## config.mk

```make
export PLATFORM = sky130hd
export DESIGN_NAME = bf16_add_operand_stage
export DESIGN_NICKNAME = d
export VERILOG_FILES = /design/src/rtl/fpu_pkg.sv /design/src/rtl/bf16_classify.sv /design/src/rtl/bf16_add_operand_stage.sv
export SDC_FILE = /design/constraint.sdc
export NUM_CORES = 1
export LEC_CHECK = 0
export BUFFER_PORTS_ARGS = -buffer_cell sky130_fd_sc_hd__buf_2
export CAP_MARGIN = 20
export CORE_MARGIN = 8
export CORE_UTILIZATION = 35
export DETAILED_ROUTE_END_ITERATION = 7
export PLACE_DENSITY_LB_ADDON = 0.15
export SLEW_MARGIN = 0
export SYNTH_ARGS = -nofsm -noshare
export SYNTH_HDL_FRONTEND = slang
export SYNTH_SLANG_ARGS = --single-unit
```

## constraint.sdc

```tcl
create_clock -name clk -period 2.8 [get_ports clk]
set_input_delay 0 -clock clk [delete_from_list [all_inputs] [get_ports clk]]
set_output_delay 0 -clock clk [all_outputs]
set_load 0.05 [all_outputs]
```

## src/rtl/fpu_pkg.sv

```systemverilog
// Shared floating-point types for the bfloat16 datapath: operand class enum,
// BF16 field widths, canonical quiet NaN and the unpacked-operand struct.
package fpu_pkg;

  localparam int unsigned BF16_EXP_WIDTH  = 8;
  localparam int unsigned BF16_FRAC_WIDTH = 7;
  localparam int unsigned BF16_WIDTH      = 1 + BF16_EXP_WIDTH + BF16_FRAC_WIDTH;

  localparam logic [BF16_WIDTH-1:0] BF16_QNAN = 16'h7FC0;

  typedef enum logic [1:0] {
    FP_NORM = 2'd0,
    FP_ZERO = 2'd1,
    FP_INF  = 2'd2,
    FP_NAN  = 2'd3
  } fp_class_e;

  typedef struct packed {
    logic                       sign;
    logic [BF16_EXP_WIDTH-1:0]  exp;
    logic [BF16_FRAC_WIDTH-1:0] frac;
  } bf16_fields_t;

endpackage

```

## src/rtl/bf16_classify.sv

```systemverilog
// Combinational classifier for one packed operand {sign,exp,frac}.
// Denormals (exp==0, frac!=0) are reported as zero (flush-to-zero).
// Ports:
//   i_op       packed operand, width 1+EXP_WIDTH+FRAC_WIDTH
//   o_class_c  operand class (combinational)
module bf16_classify
  import fpu_pkg::*;
#(
  parameter int unsigned EXP_WIDTH  = BF16_EXP_WIDTH,
  parameter int unsigned FRAC_WIDTH = BF16_FRAC_WIDTH,
  localparam int unsigned W         = 1 + EXP_WIDTH + FRAC_WIDTH
) (
  input  logic [W-1:0] i_op,
  output fp_class_e    o_class_c
);

  logic [EXP_WIDTH-1:0]  w_exp;
  logic [FRAC_WIDTH-1:0] w_frac;
  logic                  w_unused_sign;

  assign w_exp         = i_op[W-2 -: EXP_WIDTH];
  assign w_frac        = i_op[FRAC_WIDTH-1:0];
  // Class does not depend on the sign.
  assign w_unused_sign = i_op[W-1];

  always_comb begin
    o_class_c = FP_NORM;
    if (w_exp == '0) begin
      o_class_c = FP_ZERO;
    end else if (w_exp == '1) begin
      o_class_c = (w_frac == '0) ? FP_INF : FP_NAN;
    end
  end

endmodule

```

## src/rtl/bf16_add_operand_stage.sv

```systemverilog
// Registered issue stage in front of the bfloat16 adder core. Unpacks both
// operands, applies the subtract sign flip to op2, resolves IEEE special cases
// into a bypass result, and buffers pairs in a 2-entry skid (main + skid).
// Optional macro BF16_OPSTAGE_STATS_EN adds saturating output-transfer counters.
// Ports:
//   clk, rst_n                 clock, synchronous active-low reset
//   in_valid/in_ready          input handshake (in_ready registered)
//   in_op1, in_op2, in_sub     packed operands, 1 = op1 - op2
//   in_tag                     opaque tag, carried in order
//   out_valid/out_ready        output handshake
//   out_op{1,2}_{sign,exp,frac} unpacked fields (op2 sign effective)
//   out_bypass, out_bypass_val special-case result
//   out_tag                    tag
//   stat_total/bypass/nan      transfer counters (BF16_OPSTAGE_STATS_EN only)
module bf16_add_operand_stage
  import fpu_pkg::*;
#(
  parameter int unsigned EXP_WIDTH  = BF16_EXP_WIDTH,
  parameter int unsigned FRAC_WIDTH = BF16_FRAC_WIDTH,
  parameter int unsigned TAG_WIDTH  = 4,
`ifdef BF16_OPSTAGE_STATS_EN
  parameter int unsigned CNT_WIDTH  = 16,
`endif
  localparam int unsigned W         = 1 + EXP_WIDTH + FRAC_WIDTH
) (
  input  logic                  clk,
  input  logic                  rst_n,
  input  logic                  in_valid,
  output logic                  in_ready,
  input  logic [W-1:0]          in_op1,
  input  logic [W-1:0]          in_op2,
  input  logic                  in_sub,
  input  logic [TAG_WIDTH-1:0]  in_tag,
  output logic                  out_valid,
  input  logic                  out_ready,
  output logic                  out_op1_sign,
  output logic                  out_op2_sign,
  output logic [EXP_WIDTH-1:0]  out_op1_exp,
  output logic [EXP_WIDTH-1:0]  out_op2_exp,
  output logic [FRAC_WIDTH-1:0] out_op1_frac,
  output logic [FRAC_WIDTH-1:0] out_op2_frac,
  output logic                  out_bypass,
  output logic [W-1:0]          out_bypass_val,
  output logic [TAG_WIDTH-1:0]  out_tag
`ifdef BF16_OPSTAGE_STATS_EN
  ,
  output logic [CNT_WIDTH-1:0]  stat_total,
  output logic [CNT_WIDTH-1:0]  stat_bypass,
  output logic [CNT_WIDTH-1:0]  stat_nan
`endif
);

  localparam logic [W-1:0] QNAN = W'({1'b0, {EXP_WIDTH{1'b1}}, 1'b1, {(FRAC_WIDTH-1){1'b0}}});

  typedef struct packed {
    logic                  sign;
    logic [EXP_WIDTH-1:0]  exp;
    logic [FRAC_WIDTH-1:0] frac;
  } op_t;

  typedef struct packed {
    op_t                  op1;
    op_t                  op2;
    logic                 bypass;
    logic                 is_nan;
    logic [W-1:0]         bypass_val;
    logic [TAG_WIDTH-1:0] tag;
  } entry_t;

  entry_t    r_main, r_skid, w_in_entry;
  logic      r_main_valid, r_skid_valid, r_in_ready;
  op_t       w_op1, w_op2;
  fp_class_e w_cls1, w_cls2;
  logic      w_accept, w_drain;
  logic      w_main_valid_nxt, w_skid_valid_nxt;
  logic      w_load_main_in, w_load_main_skid, w_load_skid;

  // Effective operands: subtraction becomes addition of the negated op2.
  assign w_op1 = op_t'(in_op1);
  assign w_op2 = op_t'({in_op2[W-1] ^ in_sub, in_op2[W-2:0]});

  bf16_classify #(.EXP_WIDTH(EXP_WIDTH), .FRAC_WIDTH(FRAC_WIDTH)) u_cls1 (
    .i_op      (w_op1),
    .o_class_c (w_cls1)
  );

  bf16_classify #(.EXP_WIDTH(EXP_WIDTH), .FRAC_WIDTH(FRAC_WIDTH)) u_cls2 (
    .i_op      (w_op2),
    .o_class_c (w_cls2)
  );

  // Special-case resolution, first match wins.
  always_comb begin
    w_in_entry            = '0;
    w_in_entry.op1        = w_op1;
    w_in_entry.op2        = w_op2;
    w_in_entry.tag        = in_tag;
    if (w_cls1 == FP_NAN || w_cls2 == FP_NAN ||
        (w_cls1 == FP_INF && w_cls2 == FP_INF && w_op1.sign != w_op2.sign)) begin
      w_in_entry.bypass     = 1'b1;
      w_in_entry.is_nan     = 1'b1;
      w_in_entry.bypass_val = QNAN;
    end else if (w_cls1 == FP_INF) begin
      w_in_entry.bypass     = 1'b1;
      w_in_entry.bypass_val = w_op1;
    end else if (w_cls2 == FP_INF) begin
      w_in_entry.bypass     = 1'b1;
      w_in_entry.bypass_val = w_op2;
    end else if (w_cls1 == FP_ZERO && w_cls2 == FP_ZERO) begin
      w_in_entry.bypass     = 1'b1;
      w_in_entry.bypass_val = {w_op1.sign & w_op2.sign, {(W-1){1'b0}}};
    end else if (w_cls1 == FP_ZERO) begin
      w_in_entry.bypass     = 1'b1;
      w_in_entry.bypass_val = w_op2;
    end else if (w_cls2 == FP_ZERO) begin
      w_in_entry.bypass     = 1'b1;
      w_in_entry.bypass_val = w_op1;
    end
  end

  assign w_accept = in_valid & r_in_ready;
  assign w_drain  = r_main_valid & out_ready;

  // Skid control; in_ready is low exactly when skid holds an entry.
  always_comb begin
    w_main_valid_nxt = r_main_valid;
    w_skid_valid_nxt = r_skid_valid;
    w_load_main_in   = 1'b0;
    w_load_main_skid = 1'b0;
    w_load_skid      = 1'b0;
    if (r_skid_valid) begin
      if (w_drain) begin
        w_load_main_skid = 1'b1;
        w_skid_valid_nxt = 1'b0;
      end
    end else if (w_accept) begin
      if (!r_main_valid || w_drain) begin
        w_load_main_in   = 1'b1;
        w_main_valid_nxt = 1'b1;
      end else begin
        w_load_skid      = 1'b1;
        w_skid_valid_nxt = 1'b1;
      end
    end else if (w_drain) begin
      w_main_valid_nxt = 1'b0;
    end
  end

  // Buffer registers.
  always_ff @(posedge clk) begin
    if (!rst_n) begin
      r_main_valid <= 1'b0;
      r_skid_valid <= 1'b0;
      r_in_ready   <= 1'b0;
      r_main       <= '0;
      r_skid       <= '0;
    end else begin
      r_main_valid <= w_main_valid_nxt;
      r_skid_valid <= w_skid_valid_nxt;
      r_in_ready   <= ~w_skid_valid_nxt;
      if (w_load_main_in) begin
        r_main <= w_in_entry;
      end else if (w_load_main_skid) begin
        r_main <= r_skid;
      end
      if (w_load_skid) begin
        r_skid <= w_in_entry;
      end
    end
  end

  assign in_ready       = r_in_ready;
  assign out_valid      = r_main_valid;
  assign out_op1_sign   = r_main.op1.sign;
  assign out_op2_sign   = r_main.op2.sign;
  assign out_op1_exp    = r_main.op1.exp;
  assign out_op2_exp    = r_main.op2.exp;
  assign out_op1_frac   = r_main.op1.frac;
  assign out_op2_frac   = r_main.op2.frac;
  assign out_bypass     = r_main.bypass;
  assign out_bypass_val = r_main.bypass_val;
  assign out_tag        = r_main.tag;

`ifdef BF16_OPSTAGE_STATS_EN
  logic [CNT_WIDTH-1:0] r_stat_total, r_stat_bypass, r_stat_nan;

  // Saturating counters of output transfers.
  always_ff @(posedge clk) begin
    if (!rst_n) begin
      r_stat_total  <= '0;
      r_stat_bypass <= '0;
      r_stat_nan    <= '0;
    end else if (w_drain) begin
      if (r_stat_total != '1) begin
        r_stat_total <= r_stat_total + CNT_WIDTH'(1);
      end
      if (r_main.bypass && r_stat_bypass != '1) begin
        r_stat_bypass <= r_stat_bypass + CNT_WIDTH'(1);
      end
      if (r_main.is_nan && r_stat_nan != '1) begin
        r_stat_nan <= r_stat_nan + CNT_WIDTH'(1);
      end
    end
  end

  assign stat_total  = r_stat_total;
  assign stat_bypass = r_stat_bypass;
  assign stat_nan    = r_stat_nan;
`endif

endmodule
```

==> reports/summary.txt, run 1 <==
clock root buffer: clkbuf_16
share of cells above drive strength 1: 20.8%
synthesized area: 4480 um2
Max-Cap Viols: 0
Yosys cell types: 45
R2R cell count: 4
Global Route Usage Sum: 18.3%
worst clock skew: 0.00818 ns
Ant. Diodes: 0
Syn Nets: 586
DRC viols: 0
routed wire length: 14,900 um
Synth area leader: dfxtp_1
Detailed Place HPWL: 10,300 um
Post-synth ARST share: 0%
Clk pin slew, worst setup/hold paths: 0.07 ns
DR vias: 4,549
Die ar.: 16,700 um2
sequential fraction of the synthesis area: 48.7%
Tot Pwr: 3.40 mW
Rel. slew slack: 44.2%
crit path time final: 2.62 ns
fin. max-slew vios: 0
Setup violations, final: 0
class of the worst hold path: in2reg
largest net degree at the start of global routing: 46
Slew @ Worst Pin: 0.832 ns
crit path DAT: 2.90 ns
drt pass-1 iters: 5
vias per cell: 5.41
crit end category: register
Syn-to-layout area delta: 30.1%
leading post-synthesis cells by cell area: dfxtp_1 (49%), nand2_1 (12%), a21oi_1 (11%), a22oi_1 (7.7%), clkbuf_1 (2.8%)
post-CTS setup buffers: 0
CORE AREA: 12,600 um2
initial antenna violation count: 0
Sequential cell area: 2180 um2
Final Hold Vio Count: 0
synth warn: 0
synthesized area per cell: 8.24 um2
Final Wtd Congestion: 0.878
# IOs: 96
leakage power: 2.18 nW
number of enable flip-flop cells after synthesis: 0
post-DR wirelength/cell: 17.8 um
post-synth top area share: 48.7%
grt ovf: 0
Die Y: 129 um
CTS tree: yes
power density over the cells: 584 nW/um2
Mapped Cells: 544
area of the multi-input gates: 2160 um2
DRT antenna net count: 0
Post-synth top flop: dfxtp_1
RSZ-0062 raised after global routing: false
cell row count: 41
Worst Path Required: 3.08 ns
initial core utilization: 35.7%
most common cell in the netlist: nand2_1
CTS max path bufs: 2
Worst Setup Path Type: in2reg
final worst-path cycle share: 93.6%
Num CTS Buffers: 9
PortBufs: 95
clk_lat worst skew: 0.36 ns
drt first-iter violations: 478
Fin Setup TNS: 0 ns
Setup crit start kind: primary input
VDD IR max: 279 uV
H-tree Lvls: 3
status: finished clean
Peak Freq: 382 MHz
first-pass GRT wire length: 23,900 um
Die W: 129 um
commonest cells in the netlist: nand2_1 (140), dfxtp_1 (109), a21oi_1 (96)
hold path cells: 3
Fill cells: 1,247
worst-path fanout max: 8
Sink Count: 109
#FFs+latches synth: 109
final net count: 706
vias in the first global route: 4,409
Finished Core Util: 46.4%
## placed cells by master, fill, tap and decap left out, types with 5 or more instances in the layout
master / instances
nand2_1: 140
dfxtp_1: 109
a21oi_1: 96
buf_2: 95
a22oi_1: 46
dlygate4sd3_1: 35
buf_4: 17
nor2_1: 12
o21ai_0: 11
nand3_1: 10
a221oi_1: 9
clkbuf_16: 9
mux2i_1: 8
o21ai_1: 6
a211oi_1: 5
## what timing repair did
action	CTS	global route
gates resized for setup	0	1
hold buffers	35	0
endpoints found under the hold margin	43	0
endpoints found under the setup margin	0	1
## sequential cells by signal (all words and copies together), names as in the netlist
name,flops
out_op1_exp,8
in_ready,1
out_op1_frac,7
out_tag,4
out_bypass_val,16
out_op1_sign,1
out_bypass,1
r_skid,53
out_op2_sign,1
out_op2_exp,8
out_op2_frac,7
r_skid_valid,1
out_valid,1
## cells by family after synthesis
logic type	Yosys count	share of synthesized area, %
compound gates	190	27.1
buf+inv	42	3.71
mux	8	1.79
fa+ha+maj	1	0.279
xor+xnor	1	0.195
flops	109	48.7
simple gates	193	18.3
## routing by layer
metal / global-route usage [%] / share of wire, % / up-vias / wire [um]
li1: - / - / 2192 / -
met1: 22.6 / 43 / 2195 / 6470
met2: 29.8 / 47 / 144 / 7070
met3: 5.14 / 7.6 / 18 / 1140
met4: 6.08 / 1.8 / 0 / 262
met5: 0 / 0 / - / 0
## report_power, final
part,internal [mW],total (mW),switching [mW]
Combinational,0.143,0.474,0.331
Clock,0.743,1.31,0.563
Sequential,1.60,1.62,0.0257
Total,2.48,3.40,0.920
## final cells by class
class                      count  share of cell area [%]
clock buffer                  13                    4.46
sequential                   109                    37.4
timing repair buffer         147                    16.3
inverter                       4                   0.257
tap                          172                    3.69
multi-input combinational    393                    37.1
clock inverter                 3                   0.751
## path summary, 6_finish.rpt
path	slack (ns)	end	start
max	0.18	out_bypass_val[3]	in_op2[3]
min	0.05	out_bypass_val[5]	rst_n
max reg2reg	0.92	out_bypass_val[7]	out_valid
min reg2reg	0.45	r_skid[6]	r_skid[6]
## worst max-delay path, cell delays in order
cell,delay (ns)
dlygate4sd3_1,0.53
buf_2,0.18
or4_1,0.49
or4_1,0.70
a211oi_4,0.52
buf_4,0.23
a221oi_1,0.08
nor3_1,0.16
## per-stage QoR
stage	cell area [um2]	std cells	worst slack [ns]	hold WS (ns)
2_1_floorplan	4480	544	0.730	0.136
3_3_place_gp	5160	790	0.442	0.253
3_5_place_dp	5160	790	0.401	0.263
4_1_cts	5820	841	0.217	0.0356
5_1_grt	5830	841	0.00394	0.0578
6_report	5830	841	0.180	0.0500
No activity file was read; power rests on OpenSTA's default activity.
==> inputs of run 2 (changes only) <==
--- a/config.mk
+++ b/config.mk
@@ -7,2 +7,3 @@
 export LEC_CHECK = 0
+export ABC_AREA = 1
 export BUFFER_PORTS_ARGS = -buffer_cell sky130_fd_sc_hd__buf_2
@@ -13,3 +14,3 @@
 export PLACE_DENSITY_LB_ADDON = 0.15
-export SLEW_MARGIN = 0
+export SLEW_MARGIN = 20
 export SYNTH_ARGS = -nofsm -noshare
--- a/constraint.sdc
+++ b/constraint.sdc
@@ -3,2 +3,2 @@
 set_output_delay 0 -clock clk [all_outputs]
-set_load 0.05 [all_outputs]
+set_load 0.01 [all_outputs]
==> reports/summary.txt, run 2 <==
most common cell after layout, fill and taps aside: nand2_1
number of enable flip-flop cells after synthesis: 0
CP bufs+invs: 1
initial antenna violation count: 0
hold path cells: 3
fin. max-slew vios: 0
drt first-iter violations: 318
crit path time final: 1.80 ns
most frequent cells in the layout: nand2_1 (111), dfxtp_1 (109), nor2_1 (108)
Design Area, Final: 6080 um2
commonest cells in the netlist: nand2_1 (111), dfxtp_1 (109), nor2_1 (109)
power density over the cells: 534 nW/um2
CTS max path bufs: 2
Die W: 134 um
DR vias: 4,766
synth warn: 0
clock root buffer: clkbuf_16
CORE AREA: 13,800 um2
Hold Path Sink: r_skid[41]
Worst R2R Start: out_valid
crit path DAT: 2.01 ns
worst-path fanout max: 25
Largest Register: r_skid
Setup violations, final: 0
initial core utilization: 35.4%
hold wc startpoint: in_op1[3]
cell row count: 43
#FFs+latches synth: 109
Fin Setup TNS: 0 ns
Most common cell on crit path: nor2_4
first-pass GRT wire length: 24,500 um
DRT antenna net count: 0
grt ovf: 0
crit end category: register
R2R setup slack: 1.00 ns
post-synth top area share: 44.7%
clk_lat worst skew: 0.35 ns
DP Area: 5490 um2
status: finished clean
PortBufs: 95
Worst Path Required: 3.02 ns
drt pass-1 iters: 5
Final Wtd Congestion: 0.810
sequential fraction of the synthesis area: 44.7%
Mapped Cells: 658
Post-synth ARST share: 0%
Sequential cell area: 2180 um2
vias per cell: 5.02
largest net degree at the start of global routing: 68
VDD IR max: 253 uV
R2R cell count: 6
Slew @ Worst Pin: 0.764 ns
FF-to-FF End: out_op2_exp[3]
leakage power: 2.74 nW
Syn Nets: 700
# resized after CTS: 0
synthesized area per cell: 7.42 um2
final net count: 807
Ant. Diodes: 0
CP Cell Sequence: nand2_1 > nor2_4 > nor2_4 > buf_4 > a221oi_1 > nor2_1
Syn-to-layout area delta: 24.5%
RSZ-0062 raised after global routing: false
Post-synth top flop: dfxtp_1
Setup crit start kind: register
hold buffers post-CTS: 31
DRC viols: 0
Clk pin slew, worst setup/hold paths: 0.07 ns
share of cells above drive strength 1: 21.1%
Peak Freq: 557 MHz
H-tree Lvls: 3
worst clock skew: 0.00794 ns
most common cell in the netlist: nand2_1
Detailed Place HPWL: 10,600 um
leading post-synthesis cells by cell area: dfxtp_1 (45%), nand2_1 (8.5%), nor2_1 (8.4%), o21ai_0 (7.8%), a21oi_1 (7.0%)
Yosys cell types: 30
CP top delay family: simple AND/OR/NAND/NOR gates
routed wire length: 15,000 um
max reg flops: 53
post-CTS setup buffers: 0
Fill cells: 1,438
Rel. slew slack: 48.7%
Die Y: 134 um
class of the worst hold path: in2reg
slowest stage delay, CP: 0.47 ns
Worst Setup Path Type: reg2reg
vias in the first global route: 4,703
# IOs: 96
Sink Count: 109
post-DR wirelength/cell: 15.8 um
Die ar.: 18,000 um2
final worst-path cycle share: 64.1%
Synth area leader: dfxtp_1
Max-Cap Viols: 0
area of the multi-input gates: 2310 um2
Num CTS Buffers: 9
CTS tree: yes
synthesized area: 4880 um2
Final Hold Vio Count: 0
Global Route Usage Sum: 16.9%
slowest CP cell: nor2_4
-- run 2: cell types whose count changed in the layout (fill, tap and decap cells not counted), sizes merged, moves of 26 or more --
cell and delta:
a22oi -48, nand2 -26, inv +50, nor2 +102
a21oi -26, o21ai +66
-- run 2: worst max path at each step --
stage	start	to	slack, ns	depth (start not counted)
3_3_place_gp	out_valid	out_op2_frac[2]	1.05	6
5_1_grt	out_valid	out_op2_exp[1]	0.79	6
2_1_floorplan	out_valid	out_op1_exp[0]	1.32	8
3_5_place_dp	out_valid	out_op2_frac[6]	0.98	6
4_1_cts	out_valid	out_op2_frac[6]	0.96	6
6_report	out_valid	out_op2_exp[3]	1.00	6
-- run 2: kinds of logic after synthesis --
family	after synthesis	synth area share, %
simple gates	262	22.2
compound gates	190	24.4
flops	109	44.7
buf+inv	95	8.18
xor+xnor	1	0.179
fa+ha+maj	1	0.256
-- run 2: area by class of cell --
class,instances,share of cell area [%]
clock inverter,3,0.350
multi-input combinational,454,38.1
tap,180,3.71
sequential,109,35.9
clock buffer,12,4.22
inverter,55,3.40
timing repair buffer,136,14.4
-- run 2: per-stage QoR --
step / utilization [%] / instances / setup WS, ns / hold slack, ns / power (mW)
after floorplan: - / 658 / 1.32 / 0.135 / 1.88
after global routing: 44.1 / 949 / 0.793 / 0.0190 / 3.38
final: 44.1 / 949 / 1.00 / 0.0198 / 3.24
after CTS: 44.1 / 949 / 0.963 / 0.00536 / 3.28
after detailed placement: 39.9 / 903 / 0.978 / 0.261 / 2.03
after global placement: 39.9 / 903 / 1.05 / 0.254 / 2.02
-- run 2: per-layer routing --
metal / wire length (um) / GRT usage, % / vias up
met4: 131 / 4.99 / 0
met2: 7100 / 27.7 / 121
met3: 796 / 3.85 / 10
met1: 7010 / 21.6 / 2227
met5: 0 / 0 / -
li1: - / - / 2408
-- run 2: power by group --
group	total [mW]	switching (mW)	internal (mW)
Combinational	0.388	0.230	0.158
Sequential	1.64	0.0328	1.61
Clock	1.22	0.570	0.648
-- run 2: tightest hold or removal path, stage by stage --
cell and delay (ns):
buf_2 0.12, inv_1 0.11, a21oi_1 0.08
==> inputs of run 3 (changes only) <==
ABC_AREA = 0   (was 1)
clock period = 1.75 ns   (was 2.8 ns; I/O delays follow)
==> reports/summary.txt, run 3 (same netlist as run 1, synthesis figures left out) <==
status: finished clean
CP Cell Sequence: buf_2 > or4_1 > or4_4 > buf_4 > a21oi_1 > a211oi_2 > o311a_1
DRT antenna net count: 0
routed wire length: 15,800 um
clk_lat worst skew: 0.36 ns
Slew @ Worst Pin: 0.534 ns
grt ovf: 0
Sink Count: 109
post-CTS setup buffers: 0
CTS max path bufs: 2
clock share of power: 37.4%
# IOs: 96
Die W: 129 um
Die ar.: 16,700 um2
drt pass-1 iters: 5
Worst R2R Start: r_skid_valid
hold path cells: 3
worst clock skew: 0.0112 ns
class of the worst hold path: in2reg
first-pass GRT wire length: 24,500 um
share of cells above drive strength 1: 29.7%
Num CTS Buffers: 9
H-tree Lvls: 3
DRC viols: 0
Die Y: 129 um
slowest CP cell: or4_4
final net count: 744
switching share of power: 26.1%
Crit. Startpoint: in_op2[2]
max reg flops: 53
R2R cell count: 6
power density over the cells: 833 nW/um2
fin. max-slew vios: 0
vias per cell: 5.31
drt first-iter violations: 399
Peak Freq: 578 MHz
clock root buffer: clkbuf_16
Final Hold Vio Count: 0
crit path time final: 1.73 ns
Comb pwr share: 12.2%
initial core utilization: 35.7%
leakage power: 2.40 nW
Detailed Place HPWL: 11,700 um
CTS tree: yes
CORE AREA: 12,600 um2
crit end category: register
WHS: 0.0208 ns
Syn-to-layout area delta: 37.9%
initial antenna violation count: 0
VDD IR max: 463 uV
RSZ-0062 raised after global routing: true
DR vias: 4,667
Setup crit start kind: primary input
worst-path fanout max: 4
Worst Path Required: 1.99 ns
Fill cells: 1,249
post-DR wirelength/cell: 18.0 um
Global Route Usage Sum: 19.0%
crit path DAT: 1.97 ns
final worst-path cycle share: 98.8%
Tot Pwr: 5.15 mW
vias in the first global route: 4,533
Flop pwr share: 50.4%
Max-Cap Viols: 0
slowest stage delay, CP: 0.58 ns
Largest Register: r_skid
most frequent cells in the layout: nand2_1 (139), dfxtp_1 (109), a21oi_1 (96)
cell row count: 41
Final Wtd Congestion: 0.912
Rel. slew slack: 64.3%
hold wc startpoint: in_op1[7]
largest net degree at the start of global routing: 47
PortBufs: 95
Clk pin slew, worst setup/hold paths: 0.07 ns
most common cell after layout, fill and taps aside: nand2_1
Worst Setup Path Type: in2reg
Setup violations, final: 0
Internal: 3.81 mW
Finished Core Util: 49.2%
Ant. Diodes: 0
Net Sw Power: 1.35 mW
==> run 3: cell count changes in the layout (fill, tap and decap cells not counted), moves of 19 or more <==
cell	before	now
buf_4	9	69
inv_1	46	3
a22oi_1	0	44
nor2_1	108	12
nand2_1	111	139
o21ai_0	76	11
a21oi_1	68	96
dlygate4sd3_1	31	12
==> run 3: worst paths after layout <==
check                           slack [ns]            endpoint
worst min register to register        0.45      out_op2_exp[6]
worst max-delay path                  0.02  out_bypass_val[14]
worst max register to register        0.16   out_bypass_val[4]
worst min-delay path                  0.02      out_op1_exp[0]
==> run 3: power groups by stage <==
stage | clock network (mW) | logic [mW] | registers, mW
finish | 1.93 | 0.631 | 2.60
global route | 2.09 | 0.687 | 2.61
CTS | 1.99 | 0.630 | 2.60
detailed placement | 0 | 0.605 | 2.65
floorplan | 0 | 0.214 | 2.68
global placement | 0 | 0.600 | 2.65
==> run 3: repair_timing <==
| item | 4_1_cts | 5_1_grt |
|---|---|---|
| endpoints found under the hold margin | 16 | 0 |
| hold buffers | 12 | 0 |
| gates resized for setup | 2 | 8 |
| setup endpoints to repair | 8 | 13 |
| cloned | 0 | 0 |
| pin swaps | 0 | 1 |
==> run 3: area by class of cell <==
cell class | count | area, um2 | share of cell area, %
clock inverter | 6 | 46.3 | 0.749
timing repair buffer | 185 | 1280 | 20.8
multi-input combinational | 393 | 2210 | 35.7
clock buffer | 10 | 229 | 3.70
inverter | 4 | 15.0 | 0.243
tap | 172 | 215 | 3.48
sequential | 109 | 2180 | 35.3
==> run 3: metrics by stage <==
step	setup slack, ns	cell area (um2)	cells	TNS [ns]
6_report	0.0203	6180	879	0
5_1_grt	-0.0244	6180	879	-0.0380
4_1_cts	0.0336	6130	879	0
3_5_place_dp	-0.479	5730	851	-11.37
3_3_place_gp	-0.418	5730	851	-10.27
2_1_floorplan	-0.190	4500	544	-2.41
==> run 3: metal layers <==
metal | up-vias | track usage (%) | wire length, um
li1 | 2272 | - | -
met1 | 2220 | 24.4 | 7090
met5 | - | 0 | 0
met2 | 161 | 31.0 | 7500
met4 | 0 | 6.84 | 223
met3 | 14 | 3.57 | 968
==> run 3: critical path, delay by kind of cell <==
family | cells | cell delay, ns
compound gates | 3 | 0.58
buf+inv | 2 | 0.29
simple gates | 2 | 1.09
